**src/rtl/cyclic_pkg.sv**
```systemverilog
// Shared types and constants for the cyclic burst controller.
package cyclic_pkg;

  typedef enum logic [1:0] {
    ST_IDLE  = 2'd0,
    ST_RD    = 2'd1,
    ST_WR    = 2'd2,
    ST_FLUSH = 2'd3
  } state_t;

  localparam int unsigned BEAT_WORDS = 4;
  localparam int unsigned LEN_WIDTH  = 2;

endpackage

```
**src/rtl/cyclic_rd_fifo.sv**
```systemverilog
// Two-entry read-return FIFO holding one bank beat plus its word-count tag.
module cyclic_rd_fifo
  import cyclic_pkg::*;
#(
  parameter int unsigned WIDTH = 128
) (
  input  logic                 clk,
  input  logic                 rstn,
  input  logic                 push,
  input  logic [WIDTH-1:0]     push_data,
  input  logic [LEN_WIDTH-1:0] push_len,
  input  logic                 pop,
  output logic                 valid,
  output logic [1:0]           count,
  output logic [WIDTH-1:0]     head_data,
  output logic [LEN_WIDTH-1:0] head_len
);

  logic [WIDTH-1:0]     data_mem [2];
  logic [LEN_WIDTH-1:0] len_mem  [2];
  logic                 wr_ptr;
  logic                 rd_ptr;
  logic [1:0]           cnt_q;

  // Pointers and occupancy; simultaneous push and pop keep the count.
  always_ff @(posedge clk or negedge rstn) begin
    if (!rstn) begin
      wr_ptr <= 1'b0;
      rd_ptr <= 1'b0;
      cnt_q  <= 2'd0;
    end else begin
      if (push) wr_ptr <= ~wr_ptr;
      if (pop)  rd_ptr <= ~rd_ptr;
      case ({push, pop})
        2'b10:   cnt_q <= cnt_q + 2'd1;
        2'b01:   cnt_q <= cnt_q - 2'd1;
        default: cnt_q <= cnt_q;
      endcase
    end
  end

  // Storage needs no reset: the head is only observed while valid.
  always_ff @(posedge clk) begin
    if (push) begin
      data_mem[wr_ptr] <= push_data;
      len_mem[wr_ptr]  <= push_len;
    end
  end

  assign valid     = (cnt_q != 2'd0);
  assign count     = cnt_q;
  assign head_data = data_mem[rd_ptr];
  assign head_len  = len_mem[rd_ptr];

endmodule

```
**src/rtl/cyclic_burst_ctrl.sv**
```systemverilog
// Burst controller that splits read/write bursts into up-to-4-word accesses
// on a cyclic (address-wrapping) bank, with a 2-deep read return buffer.
module cyclic_burst_ctrl
  import cyclic_pkg::*;
#(
  parameter int unsigned ADDR_WIDTH = 11,
  parameter int unsigned DATA_WIDTH = 32,
  parameter int unsigned CNT_WIDTH  = 9
) (
  input  logic                             clk,
  input  logic                             rstn,
  input  logic                             cmd_valid,
  output logic                             cmd_ready,
  input  logic                             cmd_wr,
  input  logic [ADDR_WIDTH-1:0]            cmd_adr,
  input  logic [CNT_WIDTH-1:0]             cmd_cnt,
  input  logic [BEAT_WORDS*DATA_WIDTH-1:0] wdata,
  input  logic                             wdata_valid,
  output logic                             wdata_ready,
  output logic [BEAT_WORDS*DATA_WIDTH-1:0] rdata,
  output logic [LEN_WIDTH-1:0]             rdata_len,
  output logic                             rdata_valid,
  input  logic                             rdata_ready,
  output logic                             mem_re,
  output logic                             mem_we,
  output logic [LEN_WIDTH-1:0]             mem_len,
  output logic [ADDR_WIDTH-1:0]            mem_adr,
  output logic [BEAT_WORDS*DATA_WIDTH-1:0] mem_din,
  input  logic [BEAT_WORDS*DATA_WIDTH-1:0] mem_dout,
  output logic                             busy,
  output logic                             done
);

  localparam int unsigned BEAT_BITS = BEAT_WORDS * DATA_WIDTH;

  state_t                state;
  logic [ADDR_WIDTH-1:0] adr_q;
  logic [CNT_WIDTH-1:0]  rem_q;
  logic                  inflight_q;
  logic [LEN_WIDTH-1:0]  inflight_len_q;
  logic                  done_q;
  logic                  ready_q;

  logic [CNT_WIDTH-1:0]  beat_words;
  logic [LEN_WIDTH-1:0]  beat_len;
  logic                  active;
  logic                  issue;
  logic                  last_issue;
  logic [2:0]            rd_level;
  logic                  rd_room;

  logic                  fifo_valid;
  logic                  fifo_pop;
  logic [1:0]            fifo_count;
  logic [BEAT_BITS-1:0]  fifo_data;
  logic [LEN_WIDTH-1:0]  fifo_len;

  // Access sizing, read flow control and bank strobes.
  always_comb begin
    beat_words = (rem_q >= CNT_WIDTH'(BEAT_WORDS)) ? CNT_WIDTH'(BEAT_WORDS) : rem_q;
    beat_len   = LEN_WIDTH'(beat_words - CNT_WIDTH'(1));
    active     = (state == ST_RD) || (state == ST_WR);
    fifo_pop   = fifo_valid & rdata_ready;
    rd_level   = 3'(fifo_count) + 3'(inflight_q) - 3'(fifo_pop);
    rd_room    = (rd_level < 3'd2);
    mem_re     = (state == ST_RD) && rd_room;
    mem_we     = (state == ST_WR) && wdata_valid;
    issue      = mem_re | mem_we;
    last_issue = issue && (rem_q <= CNT_WIDTH'(BEAT_WORDS));
    mem_len    = active ? beat_len : '0;
    mem_adr    = adr_q;
    mem_din    = (state == ST_WR) ? wdata : '0;
  end

  assign wdata_ready = (state == ST_WR);
  assign rdata_valid = fifo_valid;
  assign rdata       = fifo_valid ? fifo_data : '0;
  assign rdata_len   = fifo_valid ? fifo_len : '0;
  assign busy        = (state != ST_IDLE);
  assign done        = done_q;
  assign cmd_ready   = ready_q;

  // Burst FSM with registered ready/done.
  always_ff @(posedge clk or negedge rstn) begin
    if (!rstn) begin
      state          <= ST_IDLE;
      adr_q          <= '0;
      rem_q          <= '0;
      inflight_q     <= 1'b0;
      inflight_len_q <= '0;
      done_q         <= 1'b0;
      ready_q        <= 1'b0;
    end else begin
      done_q         <= 1'b0;
      inflight_q     <= mem_re;
      inflight_len_q <= beat_len;
      if (issue) begin
        adr_q <= adr_q + ADDR_WIDTH'(beat_words);
        rem_q <= rem_q - beat_words;
      end
      case (state)
        ST_IDLE: begin
          ready_q <= 1'b1;
          if (cmd_valid && ready_q) begin
            adr_q <= cmd_adr;
            rem_q <= cmd_cnt;
            if (cmd_cnt == '0) begin
              done_q <= 1'b1;
            end else begin
              state   <= cmd_wr ? ST_WR : ST_RD;
              ready_q <= 1'b0;
            end
          end
        end
        ST_RD: begin
          if (last_issue) state <= ST_FLUSH;
        end
        ST_WR: begin
          if (last_issue) begin
            state   <= ST_IDLE;
            done_q  <= 1'b1;
            ready_q <= 1'b1;
          end
        end
        ST_FLUSH: begin
          // Last beat leaves when the FIFO drains with nothing in flight.
          if (fifo_pop && (fifo_count == 2'd1) && !inflight_q) begin
            state   <= ST_IDLE;
            done_q  <= 1'b1;
            ready_q <= 1'b1;
          end
        end
        default: state <= ST_IDLE;
      endcase
    end
  end

  cyclic_rd_fifo #(
    .WIDTH (BEAT_BITS)
  ) u_rd_fifo (
    .clk       (clk),
    .rstn      (rstn),
    .push      (inflight_q),
    .push_data (mem_dout),
    .push_len  (inflight_len_q),
    .pop       (fifo_pop),
    .valid     (fifo_valid),
    .count     (fifo_count),
    .head_data (fifo_data),
    .head_len  (fifo_len)
  );

endmodule
```
**config.mk**
```make
export PLATFORM = sky130hd
export DESIGN_NAME = cyclic_burst_ctrl
export DESIGN_NICKNAME = d
export VERILOG_FILES = /design/src/rtl/cyclic_pkg.sv /design/src/rtl/cyclic_rd_fifo.sv /design/src/rtl/cyclic_burst_ctrl.sv
export SDC_FILE = /design/constraint.sdc
export NUM_CORES = 1
export LEC_CHECK = 0
export ABC_AREA = 1
export CORE_AREA = 2 2 216 218
export CTS_CLUSTER_DIAMETER = 40
export CTS_CLUSTER_SIZE = 20
export DETAILED_ROUTE_END_ITERATION = 8
export DIE_AREA = 0 0 218 220
export PLACE_DENSITY_LB_ADDON = 0.15
export SKIP_LAST_GASP = 1
export SYNTH_ARGS = -nofsm -noshare
export SYNTH_HDL_FRONTEND = slang
export SYNTH_SLANG_ARGS = --single-unit
```
**constraint.sdc**
```tcl
create_clock -name clk -period 6.6 [get_ports clk]
set_input_delay 1.32 -clock clk [delete_from_list [all_inputs] [get_ports clk]]
set_output_delay 1.32 -clock clk [all_outputs]
set_load 0.005 [all_outputs]
```
# [Word-level counts from Yosys, hierarchy flattened]
# Memory sizes are Yosys's and may differ from the RTL's.
# Cells that the tools add are included.
[op_classes] muxes=30 n_lt_le_gt_ge=3 bitwise_logic=4 add_sub_neg=7 reduce_logical=16 n_eq_ne=11
[ops] operator="128-bit two-way mux" count=2
[ops] operator="9-bit two-way mux" count=4
[ops] operator="11-bit two-way mux" count=3
[ops] operator="2-bit two-way mux" count=8
[ops] operator="11-bit by 9-bit adder with 11-bit output" count=1
[ops] operator="9-bit by 3-bit greater-or-equal comparator with 1-bit output (second input constant)" count=1
[ops] operator="9-bit by 3-bit less-or-equal comparator with 1-bit output (second input constant)" count=1
[ops] operator="9-bit zero test" count=1
[ops] operator="1-bit two-way mux" count=9
[ops] operator="9-bit subtractor" count=1
[ops] operator="2-bit inequality test (second input constant)" count=4
[ops] operator="2-bit case mux with 4 select lines" count=1
[ops] operator="2-bit by 1-bit equality test with 1-bit output (second input constant)" count=3
[ops] operator="2-bit equality test (second input constant)" count=3
[ops] operator="1-bit logical AND" count=6
[ops] operator="1-bit case mux with 3 select lines" count=2
[ops] operator="2-bit nonzero test" count=3
[ops] operator="5-bit AND reduction" count=1
[ops] operator="2-bit case mux with 2 select lines" count=1
[ops] operator="2-bit by 1-bit subtractor with 2-bit output (second input constant)" count=2
[ops] operator="2-bit by 1-bit adder with 3-bit output" count=1
[ops] operator="3-bit by 2-bit less-than comparator with 1-bit output (second input constant)" count=1
[ops] operator="3-bit AND reduction" count=1
[ops] operator="3-bit nonzero test" count=1
[ops] operator="9 further kinds" count=10
[totals] memories=2 regBits=31 input_bits=282 ram_bits=260 output_inout_bits=278
[mem_list] memory="u_rd_fifo.data_mem" words=2 word_bits=128 rd=1 rd_clocked_by_memory_dff=0 wr=1 line_no="cyclic_rd_fifo.sv:19" rtl="logic [WIDTH-1:0] data_mem [2];"
[mem_list] memory="u_rd_fifo.len_mem" words=2 word_bits=2 rd=1 rd_clocked_by_memory_dff=0 wr=1 line_no="cyclic_rd_fifo.sv:20" rtl="logic [LEN_WIDTH-1:0] len_mem [2];"

# [Longest topological paths before layout]
# Gate-level depths: netlist of the first run.
[logic_depth] word_depth=9 mapped_depth=19 mapped_depth_nobuf=18

# [Hierarchy]
# Synthesis of the first run repeated with hierarchy kept, for this count alone.
[unflattened] cells_unflattened=1545 area_unflattened_um2=14312.5
[by_module_without_submodules] mod="cyclic_rd_fifo" area_per_inst_um2=10127.2 cells_each=702 n_inst=1
[by_module_without_submodules] mod="cyclic_burst_ctrl" area_per_inst_um2=4185.3 cells_each=843 n_inst=1

# [Worst setup path before layout of the first run]
# OpenSTA, ideal clock, no wires.
[synth_timing] path_type="reg-to-reg" from="register inflight_q" to="memory u_rd_fifo.data_mem[0][0] (enable)" stages_incl_launch_ff=3 arrival_time_ps=5846 setup_time_ps=620 n_path_buf=0 setup_slack_ps=134 path_cell_list="dfrtp_1 > inv_1 > nor2_1"
[synth_via] elab_chain_cells=2
[synth_lines] element="from (decl)" line_no="cyclic_burst_ctrl.sv:39" rtl="logic inflight_q;"
[synth_lines] element="from (signal assigned)" line_no="cyclic_burst_ctrl.sv:95" rtl="inflight_q <= mem_re;"
[synth_lines] element="1-bit two-way mux" line_no="cyclic_rd_fifo.sv:44" rtl="if (push) begin"
[synth_lines] element="1-bit two-way mux (implied by the code)" line_no="cyclic_rd_fifo.sv:45" rtl="data_mem[wr_ptr] <= push_data;"
[synth_lines] element="to (decl)" line_no="cyclic_rd_fifo.sv:19"
# Every way passes these cells.

# [Final worst setup path of the first run]
[layout_timing] from="register u_rd_fifo.cnt_q[1], in the netlist u_rd_fifo.count[1]" to="output port mem_re"
[layout_via] elab_chain_cells=5 word_cells_on_any_way=6 cone_classes="add/sub: 2; order compare: 1; bitwise: 1; reduce/logical: 2"
[layout_lines] element="from (decl)" line_no="cyclic_rd_fifo.sv:23" rtl="logic [1:0] cnt_q;"
[layout_lines] element="from (signal assigned)" line_no="cyclic_rd_fifo.sv:35" rtl="2'b10: cnt_q <= cnt_q + 2'd1;"
[layout_lines] element="from (signal assigned)" line_no="cyclic_rd_fifo.sv:36" rtl="2'b01: cnt_q <= cnt_q - 2'd1;"
[layout_lines] element="from (signal assigned)" line_no="cyclic_rd_fifo.sv:37" rtl="default: cnt_q <= cnt_q;"
[layout_lines] element="2-bit nonzero test" line_no="cyclic_rd_fifo.sv:50" rtl="assign valid = (cnt_q != 2'd0);"
[layout_lines] element="1-bit AND" line_no="cyclic_burst_ctrl.sv:63" rtl="fifo_pop = fifo_valid & rdata_ready;"
[layout_lines] element="named net fifo_pop" line_no="cyclic_burst_ctrl.sv:53" rtl="logic fifo_pop;"
[layout_lines] element="3-bit by 1-bit subtractor with 3-bit output" line_no="cyclic_burst_ctrl.sv:64" rtl="rd_level = 3'(fifo_count) + 3'(inflight_q) - 3'(fifo_pop);"
[layout_lines] element="3-bit by 2-bit less-than comparator with 1-bit output" line_no="cyclic_burst_ctrl.sv:65" rtl="rd_room = (rd_level < 3'd2);"
[layout_lines] element="1-bit logical AND" line_no="cyclic_burst_ctrl.sv:66" rtl="mem_re = (state == ST_RD) && rd_room;"
[layout_lines] element="to (decl)" line_no="cyclic_burst_ctrl.sv:24" rtl="output logic mem_re,"
# The timed path passes the listed nets, and every way through them passes these cells.

==> metrics.md, run 1 <==
| Metric | Value |
|---|---|
| Status | completed |
| Syn. warnings | 0 |
| Synth top area cells | edfxtp_1 (60%), nor2_1 (8.6%), dfrtp_1 (5.9%) |
| Most used DFF post-synth | edfxtp_1 |
| Placed cell areas | 19,250 um^2 |
| Switching portion of total power | 0.3584 |
| Async S/R FF share, synth | 0.1065 |
| Slowest cell on crit path | clkdlybuf4s50_1 |
| Final setup vio count | 0 |
| NetSw | roughly 3.3 mW |
| Number of I/O port buffers | around 560 |
| Placeable Area | ~46,000 um^2 |
| Count leader, synth | nor2_1 |
| Relative slew slack | 0.2677 |
| Hold Crit Depth | 0 |
| Clock buffer count from CTS | 50 |
| Row count | 79 |
| Post-synthesis mux area share | 0 |
| Root buffer cell | clkbuf_16 |
| P_leak | approximately 8.6 nW |
| Worst Path Max Fanout | 33 |
| RSZ-0062 raised after global routing | no |
| Post-synthesis adder-cell area fraction | 0.02030 |
| Number of synthesized flops with an enable pin | 260 |
| GPL Wtd Cong | 0.8532 |
| GR Util met1 | 0.2857 |
| Distinct cells, synth | 38 |
| Synth Area in XOR/XNOR | 0.004692 |
| DRT Wirelength | 56,290 um |
| Hold WC Path Type | reg2reg |
| Vias/cell | ~4.5 |
| Pint | 5.895 mW |
| Layer carrying the most global-route usage | met2 |
| Met2 Track Usage GR | 0.3239 |
| CP Class | reg2out |
| Detailed Place HPWL | slightly above 40,000 um |
| Routed len/inst | approximately 22 um |
| WP data required | about 5.3 ns |
| Setup_tns | 0 ns |
| Sequential area share after synthesis | 0.6569 |
| H-tree levels | 2 |
| Final slew viol count | 0 |
| #FFs+latches synth | slightly below 300 |
| Die height | 220 um |
| Placed cell count | around 2,400 |
| Final Cycle Share | 0.7650 |
| FF-to-FF path depth | 16 |
| Initial DRC count | 886 |
| Crit path DAT | approximately 3.7 ns |
| Num ports | 560 |
| First-pass GRT wire length | 76,940 um |
| Design Area, Final | about 21,000 um^2 |
| CP endpoint kind | output pin |
| Non-filler cells in the finished layout | 2,521 |
| Area Overhead vs Synth | 60.26% |
| Avg Cell Area, Syn | between 10 and 15 um^2 |
| Postcts setup bufs | 0 |
| VDD IR max | between 0.0002 and 0.0003 V |
| CTS sink count | 291 |
| Pin count of the biggest net entering global routing | 101 |
| Clock skew | 0.02382 ns |
| Final Critical Period | slightly above 5 ns |
| Maximum clock path buffer count | 3 |
| Actual slew at the worst max-slew pin | 1.099 ns |
| CTS tree | built |
| Post-synth top area share | 0.5975 |
| DRC | 0 |
| GR Util met3 | 0.1154 |
| Pre-CTS setup slack | roughly 1.6 ns |
| DIE WIDTH | roughly 220 um |
| Synth Area in Compound Gates | 0.07574 |
| Crit-path cells | inv_2 -> ha_1 -> clkinv_2 -> nand2_1 -> inv_2 -> ha_1 -> nor2_1 -> fa_1 -> nor2_2 -> nand3_2 -> inv_1 -> clkdlybuf4s50_1 |
| Post-synth top area cell | edfxtp_1 |
| Sequential Power Share | 0.281 |
| Gr ovfl total | 0 |
| Crit start category | flop |
| Number of routed nets with antenna violations | 0 |
| Simple-gate share of the synthesized area | 0.1659 |
| Vias in the first global route | roughly 11,000 |
| FMAX | 0.1981 GHz |
| Routed vias | around 11,000 |
| Top cells by count, synth | nor2_1 (298), edfxtp_1 (260), nand2_1 (201) |
| Layout cells sized above 1 | 0.06821 |
| Pre-antenna DRT Iters | 5 |
| Clk pwr share | 0.277 |
| Final #Nets | roughly 2,200 |
| Maxcap violations | 0 |
| Pwr Density | 438.8 nW/um^2 |
| Worst-skew pair later-pin latency | around 0.57 ns |
| Largest family of logic cells by synthesized area | simple AND/OR/NAND/NOR gates |
| Setup ws final | 1.551 ns |
| Final hold vios | 0 |
| DIE AREA | 47,960 um^2 |
| Mapped cell area | approximately 13,000 um^2 |
| Cts hold-fix bufs | 0 |
| Mapped Cells | roughly 1,300 |
| CTS resizes | 0 |
| Comb pwr share | 0.442 |
| Clock Pin Slew Worst Setup and Hold Paths | around 0.05 ns |
| Starting Density | 0.2849 |
| Global Route Usage Sum | 0.2256 |
| Slowest stage delay, CP | roughly 0.53 ns |
| Initial antenna violation count | 20 |
-- worst paths after layout --
check | from | endpoint | slack (ns)
setup / recovery | u_rd_fifo.count[1] | mem_re | 1.55
hold / removal | inflight_len_q[1] | u_rd_fifo.len_mem[1][1] | 0.45
setup reg to reg | u_rd_fifo.count[1] | rem_q[5] | 3.05
hold reg to reg | inflight_len_q[1] | u_rd_fifo.len_mem[1][1] | 0.45
max in group asynchronous | rstn | u_rd_fifo.rd_ptr | 5.09
min in group asynchronous | rstn | mem_adr[4] | 1.16
-- through the flow --
stage	utilization	total power [mW]	hold WS (ns)
final	0.4566	9.188	0.4535
after global routing	0.4564	9.799	0.4593
after CTS	0.4561	9.310	0.4492
after detailed placement	0.4198	6.709	0.4363
after global placement	0.4198	6.709	0.4229
after floorplan	-	4.349	0.4204
-- state kept, by name (all words and copies together) (netlist names) --
signal and count:
rem_q 9, u_rd_fifo.data_mem 256, state 2, mem_adr 11, inflight_q 1, u_rd_fifo.len_mem 4, cmd_ready 1, u_rd_fifo.count 2
inflight_len_q 2, u_rd_fifo.wr_ptr 1, done 1, u_rd_fifo.rd_ptr 1
-- power groups by stage --
| stage | logic [mW] | registers [mW] | clock network [mW] |
|---|---|---|---|
| after floorplan | 1.80 | 2.55 | 0 |
| after global placement | 4.10 | 2.61 | 0 |
| after detailed placement | 4.09 | 2.62 | 0 |
| after CTS | 4.12 | 2.58 | 2.61 |
| after global routing | 4.48 | 2.62 | 2.69 |
| final | 4.06 | 2.58 | 2.55 |
-- cell usage in the layout, fill, tap and decap left out, drive strengths merged --
cell / Yosys / layout
ha: 18 / 18
diode: 0 / 8
dfrtp: 31 / 31
o211ai: 2 / 2
nand2: 209 / 209
nor2: 303 / 303
buf: 25 / 8
a31oi: 4 / 4
clkinv: 0 / 18
clkbuf: 39 / 53
o21bai: 1 / 1
clkdlybuf4s50: 0 / 559
a21oi: 23 / 23
a21boi: 1 / 1
nand4: 3 / 3
fa: 2 / 2
o21ai: 156 / 156
conb: 2 / 7
xnor2: 2 / 2
or2: 3 / 3
nand3: 25 / 25
clkinvlp: 0 / 5
xor2: 5 / 5
bufinv: 0 / 4
inv: 187 / 199
o22ai: 2 / 2
edfxtp: 260 / 260
nor3: 3 / 3
-- final cells by class --
class,instances,area [um^2]
Fill cell,4309,24920
Clock inverter,39,402.9
Multi-Input combinational cell,769,3530
Timing Repair Buffer,567,5668
Antenna cell,8,20.02
Tap cell,607,759.5
Sequential cell,291,8587
Clock buffer,53,1262
Inverter,187,710.7
-- routing by layer --
| metal | wire length [um] | vias to the layer above |
|---|---|---|
| li1 | - | 5367 |
| met1 | 22790 | 5355 |
| met2 | 24770 | 495 |
| met3 | 6838 | 94 |
| met4 | 1774 | 20 |
| met5 | 114 | - |
-- cell families (layout without fill, tap and decap cells) --
logic type | Yosys count | in the layout
adders and majority gates | 20 | 20
other | 2 | 15
DFF | 291 | 291
buffers and inverters | 251 | 846
AOI/OAI and AO/OA | 189 | 189
and+or+nand+nor | 546 | 546
xor gates and xnor gates | 7 | 7
-- worst max-delay path, delay by kind of cell (launching register included) --
kind                       cells  cell delay [ns]
buffers and inverters          5             1.23
DFF                            1             0.41
and+or+nand+nor                4             0.62
adders and majority gates      3             0.90
Note: power is estimated with default switching activity, not from simulation.
==> run 2, diff against run 1 <==
--- a/config.mk
+++ b/config.mk
@@ -6,11 +6,11 @@
 export NUM_CORES = 1
 export LEC_CHECK = 0
 export ABC_AREA = 1
-export CORE_AREA = 2 2 216 218
+export CORE_AREA = 2 2 218 220
 export CTS_CLUSTER_DIAMETER = 40
 export CTS_CLUSTER_SIZE = 20
 export DETAILED_ROUTE_END_ITERATION = 8
-export DIE_AREA = 0 0 218 220
+export DIE_AREA = 0 0 220 222
 export PLACE_DENSITY_LB_ADDON = 0.15
 export SKIP_LAST_GASP = 1
 export SYNTH_ARGS = -nofsm -noshare
==> constraint.sdc (replaced) <==
create_clock -name clk -period 5 [get_ports clk]
set_input_delay 1 -clock clk [delete_from_list [all_inputs] [get_ports clk]]
set_output_delay 1 -clock clk [all_outputs]
set_load 0.005 [all_outputs]
==> run 2 against run 1 <==
Compared with the run above:
- via count shrank 0.79%
- wire length shrank 5.3%
- global-route usage shrank 1.3 points
- die area grew 1.8%
- worst setup slack lost 0.88 ns
- critical path depth shrank 2
==> metrics.md, run 2 (synthesis gave the netlist of run 1 again) <==
| Metric | Value |
|---|---|
| Most common cell after layout, fill and taps aside | clkdlybuf4s50_1 |
| Row count | 79 (unchanged) |
| Final hold vios | 0 (unchanged) |
| Relative slew slack | 0.2812 (+0.01355) |
| Number of flip-flops in the largest register | 256 (unchanged) |
| Crit path DAT | 3.33 ns (-0.40 ns) |
| WP data required | 4.00 ns (-1.28 ns) |
| H-tree levels | 2 (unchanged) |
| Routed len/inst | 21.18 um (-5.1%) |
| Hold slack | 0.4432 ns (-0.01028 ns) |
| FMAX | 0.2310 GHz |
| FF-to-FF End | rem_q[5] |
| Final Critical Period | ~4.3 ns |
| Crit start category | primary input |
| Initial DRC count | 715 (-19%) |
| P_leak | 8.594 nW (-0.35%) |
| Starting Density | 0.2825 (-0.002435) |
| Postcts setup bufs | 0 (unchanged) |
| First-pass GRT wire length | 74,980 um (-2.6%) |
| Pre-antenna DRT Iters | 8 (+3) |
| Crit-path cells | clkdlybuf4s50_1 -> nand2_1 -> inv_2 -> ha_1 -> nor2_1 -> fa_1 -> nor2_2 -> nand3_2 -> inv_1 -> clkdlybuf4s50_1 |
| GR Util met1 | 0.2562 (-0.02949) |
| Pwr Density | 575.3 nW/um^2 (+31%) |
| Worst Path Max Fanout | 3 (-91%) |
| Maximum clock path buffer count | 3 (unchanged) |
| Initial antenna violation count | 11 (-45%) |
| Pin count of the biggest net entering global routing | 131 (+30%) |
| Cts hold-fix bufs | 0 (unchanged) |
| Non-filler cells in the finished layout | 2,517 (-0.16%) |
| Number of routed nets with antenna violations | 0 (unchanged) |
| Critical Path Start | rdata_ready |
| VDD IR max | 0.0002669 V (+1.7%) |
| Layout cells sized above 1 | 0.06565 (-0.002554) |
| Final #Nets | 2,170 (+0.092%) |
| Actual slew at the worst max-slew pin | 1.077 ns (-0.02151 ns) |
| Gr ovfl total | 0 (unchanged) |
| Num ports | 560 (unchanged) |
| Hold path start | inflight_len_q[1] |
| Hold WC Path Type | reg2reg |
| Clock buffer count from CTS | 46 (-8.0%) |
| CTS tree | built |
| Setup_tns | 0 ns (unchanged) |
| Detailed Place HPWL | 39,060 um (-5.6%) |
| Maxcap violations | 0 (unchanged) |
| Global Route Usage Sum | 0.2129 (-0.01272) |
| CTS resizes | 0 (unchanged) |
| Final slew viol count | 0 (unchanged) |
| GR Util met3 | 0.09163 (-0.02376) |
| DRT Wirelength | 53,320 um (-5.3%) |
| Clock skew | 0.01076 ns (-0.01306 ns) |
| Worst-skew pair later-pin latency | 0.56 ns (about the same) |
| Vias in the first global route | 11,170 (+2.4%) |
| CP Class | in2out |
| Die height | 222 um (+0.91%) |
| Routed vias | 11,240 (-0.79%) |
| DIE WIDTH | 220 um (+0.92%) |
| Register-to-register setup slack | 1.93 ns (-1.12 ns) |
| DRC | 0 (unchanged) |
| CP endpoint kind | output pin |
| # fillers | 4,382 (+1.7%) |
| Root buffer cell | clkbuf_16 |
| Final setup vio count | 0 (unchanged) |
| Most frequent CP cell | clkdlybuf4s50_1 |
| Worst path buffer plus inverter count | 4 (-1) |
| CTS sink count | 291 (unchanged) |
| Final Cycle Share | 0.8660 |
| Hold Crit Depth | 0 (unchanged) |
| Met2 Track Usage GR | 0.3453 (+0.02139) |
| GPL Wtd Cong | 0.8983 (+5.3%) |
| Slowest cell on crit path | clkdlybuf4s50_1 |
| Worst r2r src | u_rd_fifo.count[1] |
| Number of I/O port buffers | 559 (unchanged) |
| Placeable Area | 46,260 um^2 (+0.86%) |
| Biggest register | u_rd_fifo.data_mem |
| Slowest stage delay, CP | 0.54 ns (about the same) |
| Vias/cell | 4.466 (-0.63%) |
| Status | completed |
| Crit-path leading delay family | buffers and inverters |
| Clock Pin Slew Worst Setup and Hold Paths | 0.05 ns (about the same) |
| Hold Path Sink | u_rd_fifo.len_mem[1][1] |
| Placed cell count | 2,427 (+0.25%) |
| Area Overhead vs Synth | 59.91% |
| Layer carrying the most global-route usage | met2 |
| RSZ-0062 raised after global routing | no |
| DIE AREA | 48,840 um^2 (+1.8%) |
| Highest-count cells in the layout ignoring fill and taps | clkdlybuf4s50_1 (559), nor2_1 (297), edfxtp_1 (260), nand2_1 (201), inv_1 (177) |
| FF-to-FF path depth | 16 (unchanged) |
run 2: cell count changes in the layout (fill, tap and decap cells not counted), moves of 3 or more:
| cell | before | now |
|---|---|---|
| buf_4 | 7 | 11 |
| clkbuf_16 | 50 | 46 |
| clkinv_1 | 2 | 5 |
| clkinv_2 | 9 | 6 |
| clkinv_4 | 5 | 1 |
| inv_8 | 3 | 0 |
run 2: per-stage QoR:
step / worst slack (ns) / util / total power, mW / area [um^2]
5_1_grt: 0.5070 / 0.4515 / 12.83 / 20890
3_3_place_gp: 0.6669 / 0.4178 / 8.927 / 19330
4_1_cts: 0.6470 / 0.4513 / 12.21 / 20880
3_5_place_dp: 0.6780 / 0.4178 / 8.930 / 19330
6_report: 0.6702 / 0.4517 / 12.02 / 20890
2_1_floorplan: 0.7338 / - / 5.727 / 13090
run 2: how the worst max path moves through the flow:
stage | end | slack, ns | depth (start not counted)
after floorplan | u_rd_fifo.data_mem[0][0] | 0.73 | 2
after global placement | mem_re | 0.67 | 10
after detailed placement | mem_re | 0.68 | 10
after CTS | mem_re | 0.65 | 10
after global routing | mem_re | 0.51 | 10
final | mem_re | 0.67 | 10
run 2: area by class of cell:
class                      count  area, um^2  share of cell area
clock inverter                34       376.6             0.01803
multi-input combinational    769        3530              0.1689
inverter                     187       711.9             0.03407
tap                          607       759.5             0.03635
clock buffer                  50        1176             0.05629
antenna                        6       15.01           0.0007186
sequential                   291        8587              0.4110
timing repair buffer         573        5738              0.2746
run 2: per-layer routing:
metal,part of all wire,vias to the layer above
met1,0.40,5341
met4,0.026,2
li1,-,5361
met5,0.00023,-
met2,0.47,462
met3,0.11,76
run 2: worst register-to-register path: cells and delay by family, from the launching register on:
kind / cells / cell delay [ns]
buffers and inverters: 4 / 0.43
XOR/XNOR: 1 / 0.16
AND/OR/NAND/NOR: 8 / 1.09
flip-flops: 1 / 0.39
adder cells (fa/ha/maj): 3 / 0.94
run 2: power by group:
part / internal (mW) / switching [mW]
clock network: 2.03 / 1.18
registers: 3.13 / 0.185
logic: 2.61 / 2.89
total: 7.76 / 4.26
==> run 3, diff against run 2 <==
--- a/config.mk
+++ b/config.mk
@@ -6,11 +6,11 @@
 export NUM_CORES = 1
 export LEC_CHECK = 0
 export ABC_AREA = 1
-export CORE_AREA = 2 2 218 220
+export CORE_AREA = 2 2 215 217
 export CTS_CLUSTER_DIAMETER = 40
 export CTS_CLUSTER_SIZE = 20
 export DETAILED_ROUTE_END_ITERATION = 8
-export DIE_AREA = 0 0 220 222
+export DIE_AREA = 0 0 217 219
 export PLACE_DENSITY_LB_ADDON = 0.15
 export SKIP_LAST_GASP = 1
 export SYNTH_ARGS = -nofsm -noshare
==> run 3 against run 2 <==
Compared with the run above:
- wire length decreased by 1.9%
- count of clock-buffer cells in the layout is 7 higher
- clock power shrank 4%
- cell count is 0.20% lower
- sequential power up 2%
- utilization is 1.1 points higher
- worst setup slack better by 0.026 ns
- via count is 0.38% lower
==> metrics.md, run 3 (synthesis gave the netlist of run 1 again) <==
| Metric | Value |
|---|---|
| Status | completed |
| Slowest cell on crit path | clkdlybuf4s50_1 |
| Slowest stage delay, CP | 0.56 ns (+0.02 ns) |
| Num ports | 560 (unchanged) |
| Postcts setup bufs | 0 (unchanged) |
| Pre-antenna DRT Iters | 4 (-4) |
| WL met2 | 25,790 um (+3.4%) |
| Actual slew at the worst max-slew pin | 1.068 ns (-0.008641 ns) |
| Gr ovfl total | 0 (unchanged) |
| Crit start category | primary input |
| Crit-path leading delay family | buffers and inverters |
| Comb pwr share | 0.455 (-0.003) |
| Final slew viol count | 0 (unchanged) |
| Initial antenna violation count | 6 (-5) |
| Clock buffer count from CTS | 48 (+4.3%) |
| Initial DRC count | 596 (-17%) |
| Placeable Area | 45,090 um^2 (-2.5%) |
| Maximum clock path buffer count | 3 (unchanged) |
| Number of flip-flops in the largest register | 256 (unchanged) |
| Highest-count cells in the layout ignoring fill and taps | clkdlybuf4s50_1 (559), nor2_1 (297), edfxtp_1 (260), nand2_1 (201), inv_1 (177) |
| H-tree levels | 2 (unchanged) |
| CP endpoint kind | output pin |
| Worst path buffer plus inverter count | 4 (unchanged) |
| Max layer used | met5 |
| Placed cell count | 2,421 (-0.25%) |
| FMAX | 0.2324 GHz (+0.62%) |
| Row count | 78 (-1.3%) |
| Metal-1 WL | 20,680 um (-2.7%) |
| Final Cycle Share | 0.8607 (-0.005297) |
| Met3 wire length | 4784 um (-16%) |
| Pin count of the biggest net entering global routing | 132 (+0.76%) |
| Biggest register | u_rd_fifo.data_mem |
| Most common cell after layout, fill and taps aside | clkdlybuf4s50_1 |
| First-pass GRT wire length | 73,740 um (-1.6%) |
| Crit-path cells | clkdlybuf4s50_1 -> nand2_1 -> inv_2 -> ha_1 -> nor2_1 -> fa_1 -> nor2_2 -> nand3_2 -> inv_1 -> clkdlybuf4s50_1 |
| Crit path DAT | 3.30 ns (-0.03 ns) |
| Final Critical Period | 4.303 ns (-0.02648 ns) |
| Starting Density | 0.2898 (+0.007337) |
| Setup_tns | 0 ns (unchanged) |
| Worst Path Max Fanout | 3 (unchanged) |
| Clk pwr share | 0.260 (-0.007) |
| Routed len/inst | 20.81 um (-1.8%) |
| Die height | 219 um (-1.4%) |
| Root buffer cell | clkbuf_16 |
| WP data required | 4.00 ns (about the same) |
| GPL Wtd Cong | 0.8817 (-1.8%) |
| CTS sink count | 291 (unchanged) |
| Final #Nets | 2,173 (+0.14%) |
| DIE WIDTH | 217 um (-1.4%) |
| Setup ws final | 0.6967 ns (+0.02648 ns) |
| Relative slew slack | 0.2870 (+0.005767) |
| Clock Pin Slew Worst Setup and Hold Paths | 0.05 ns (about the same) |
| Final hold vios | 0 (unchanged) |
| Worst-skew pair later-pin latency | 0.57 ns (about the same) |
| Cts hold-fix bufs | 0 (unchanged) |
| VDD IR max | 0.0002760 V (+3.4%) |
| Pwr Density | 570.4 nW/um^2 (-0.85%) |
| DRT Wirelength | 52,280 um (-1.9%) |
| DIE AREA | 47,520 um^2 (-2.7%) |
| Global Route Usage Sum | 0.2130 (about the same) |
| NetSw | 4.249 mW (-0.23%) |
| Detailed Place HPWL | 37,980 um (-2.8%) |
| Pint | 7.647 mW (-1.5%) |
| Clock skew | 0.02181 ns (+0.01105 ns) |
| # fillers | 4,202 (-4.1%) |
| Layout cells sized above 1 | 0.06705 (+0.001400) |
| CP Class | in2out |
| Most frequent CP cell | clkdlybuf4s50_1 |
| Final setup vio count | 0 (unchanged) |
| Util after Layout | 0.4625 (+0.01084) |
| Sequential Power Share | 0.285 (+0.009) |
| Overall power | 11.90 mW (-1.0%) |
| Area Overhead vs Synth | 59.60% |
| RSZ-0062 raised after global routing | no |
| Non-filler cells in the finished layout | 2,512 (-0.20%) |
| CTS tree | built |
| P_leak | 8.573 nW (-0.25%) |
| Hold slack | 0.4413 ns (-0.001875 ns) |
| Placed cell areas | 19,320 um^2 (about the same) |
| DRC | 0 (unchanged) |
| Number of routed nets with antenna violations | 0 (unchanged) |
| Design Area, Final | 20,850 um^2 (-0.19%) |
| Vias in the first global route | 11,050 (-1.0%) |
| Routed vias | 11,200 (-0.38%) |
| Vias/cell | 4.458 (-0.18%) |
| Switching portion of total power | 0.3572 (+0.002899) |
| Number of I/O port buffers | 559 (unchanged) |
| Maxcap violations | 0 (unchanged) |
| Hold WC Path Type | reg2reg |
| CTS resizes | 0 (unchanged) |
| Pre-CTS setup slack | 0.6985 ns (+0.02047 ns) |
run 3: per-layer routing:
| layer | up-vias | GRT usage |
|---|---|---|
| met5 | - | 0 |
| met4 | 6 | 0.06096 |
| met3 | 62 | 0.07831 |
| met2 | 415 | 0.3577 |
| met1 | 5341 | 0.2560 |
| li1 | 5375 | - |
run 3: cell type report:
class | instances | area, um^2 | area share
well taps | 600 | 750.7 | 0.03600
inverters | 187 | 710.7 | 0.03408
multi-input cells | 769 | 3530 | 0.1693
clock buffers | 57 | 1256 | 0.06024
diodes | 3 | 7.507 | 0.0003600
clock inverters | 31 | 266.5 | 0.01278
repair buffers | 574 | 5746 | 0.2755
flip-flops and latches | 291 | 8587 | 0.4118
run 3: path summary, 6_finish.rpt:
check | slack [ns] | end | cells past startpoint | from
worst max-delay path | 0.70 | mem_re | 10 | rdata_ready
worst min-delay path | 0.44 | u_rd_fifo.len_mem[0][1] | 0 | inflight_len_q[1]
worst max register to register | 1.96 | rem_q[5] | 16 | u_rd_fifo.count[1]
worst min register to register | 0.44 | u_rd_fifo.len_mem[0][1] | 0 | inflight_len_q[1]
max in group asynchronous | 3.79 | u_rd_fifo.rd_ptr | 2 | rstn
min in group asynchronous | 0.87 | mem_adr[8] | 2 | rstn
run 3: power groups by stage:
| stage | Combinational, mW | Clock (mW) | Sequential (mW) |
|---|---|---|---|
| 6_report | 5.41 | 3.09 | 3.39 |
| 5_1_grt | 5.94 | 3.27 | 3.44 |
| 4_1_cts | 5.51 | 3.17 | 3.40 |
| 3_5_place_dp | 5.47 | 0 | 3.44 |
| 3_3_place_gp | 5.46 | 0 | 3.43 |
| 2_1_floorplan | 2.38 | 0 | 3.35 |
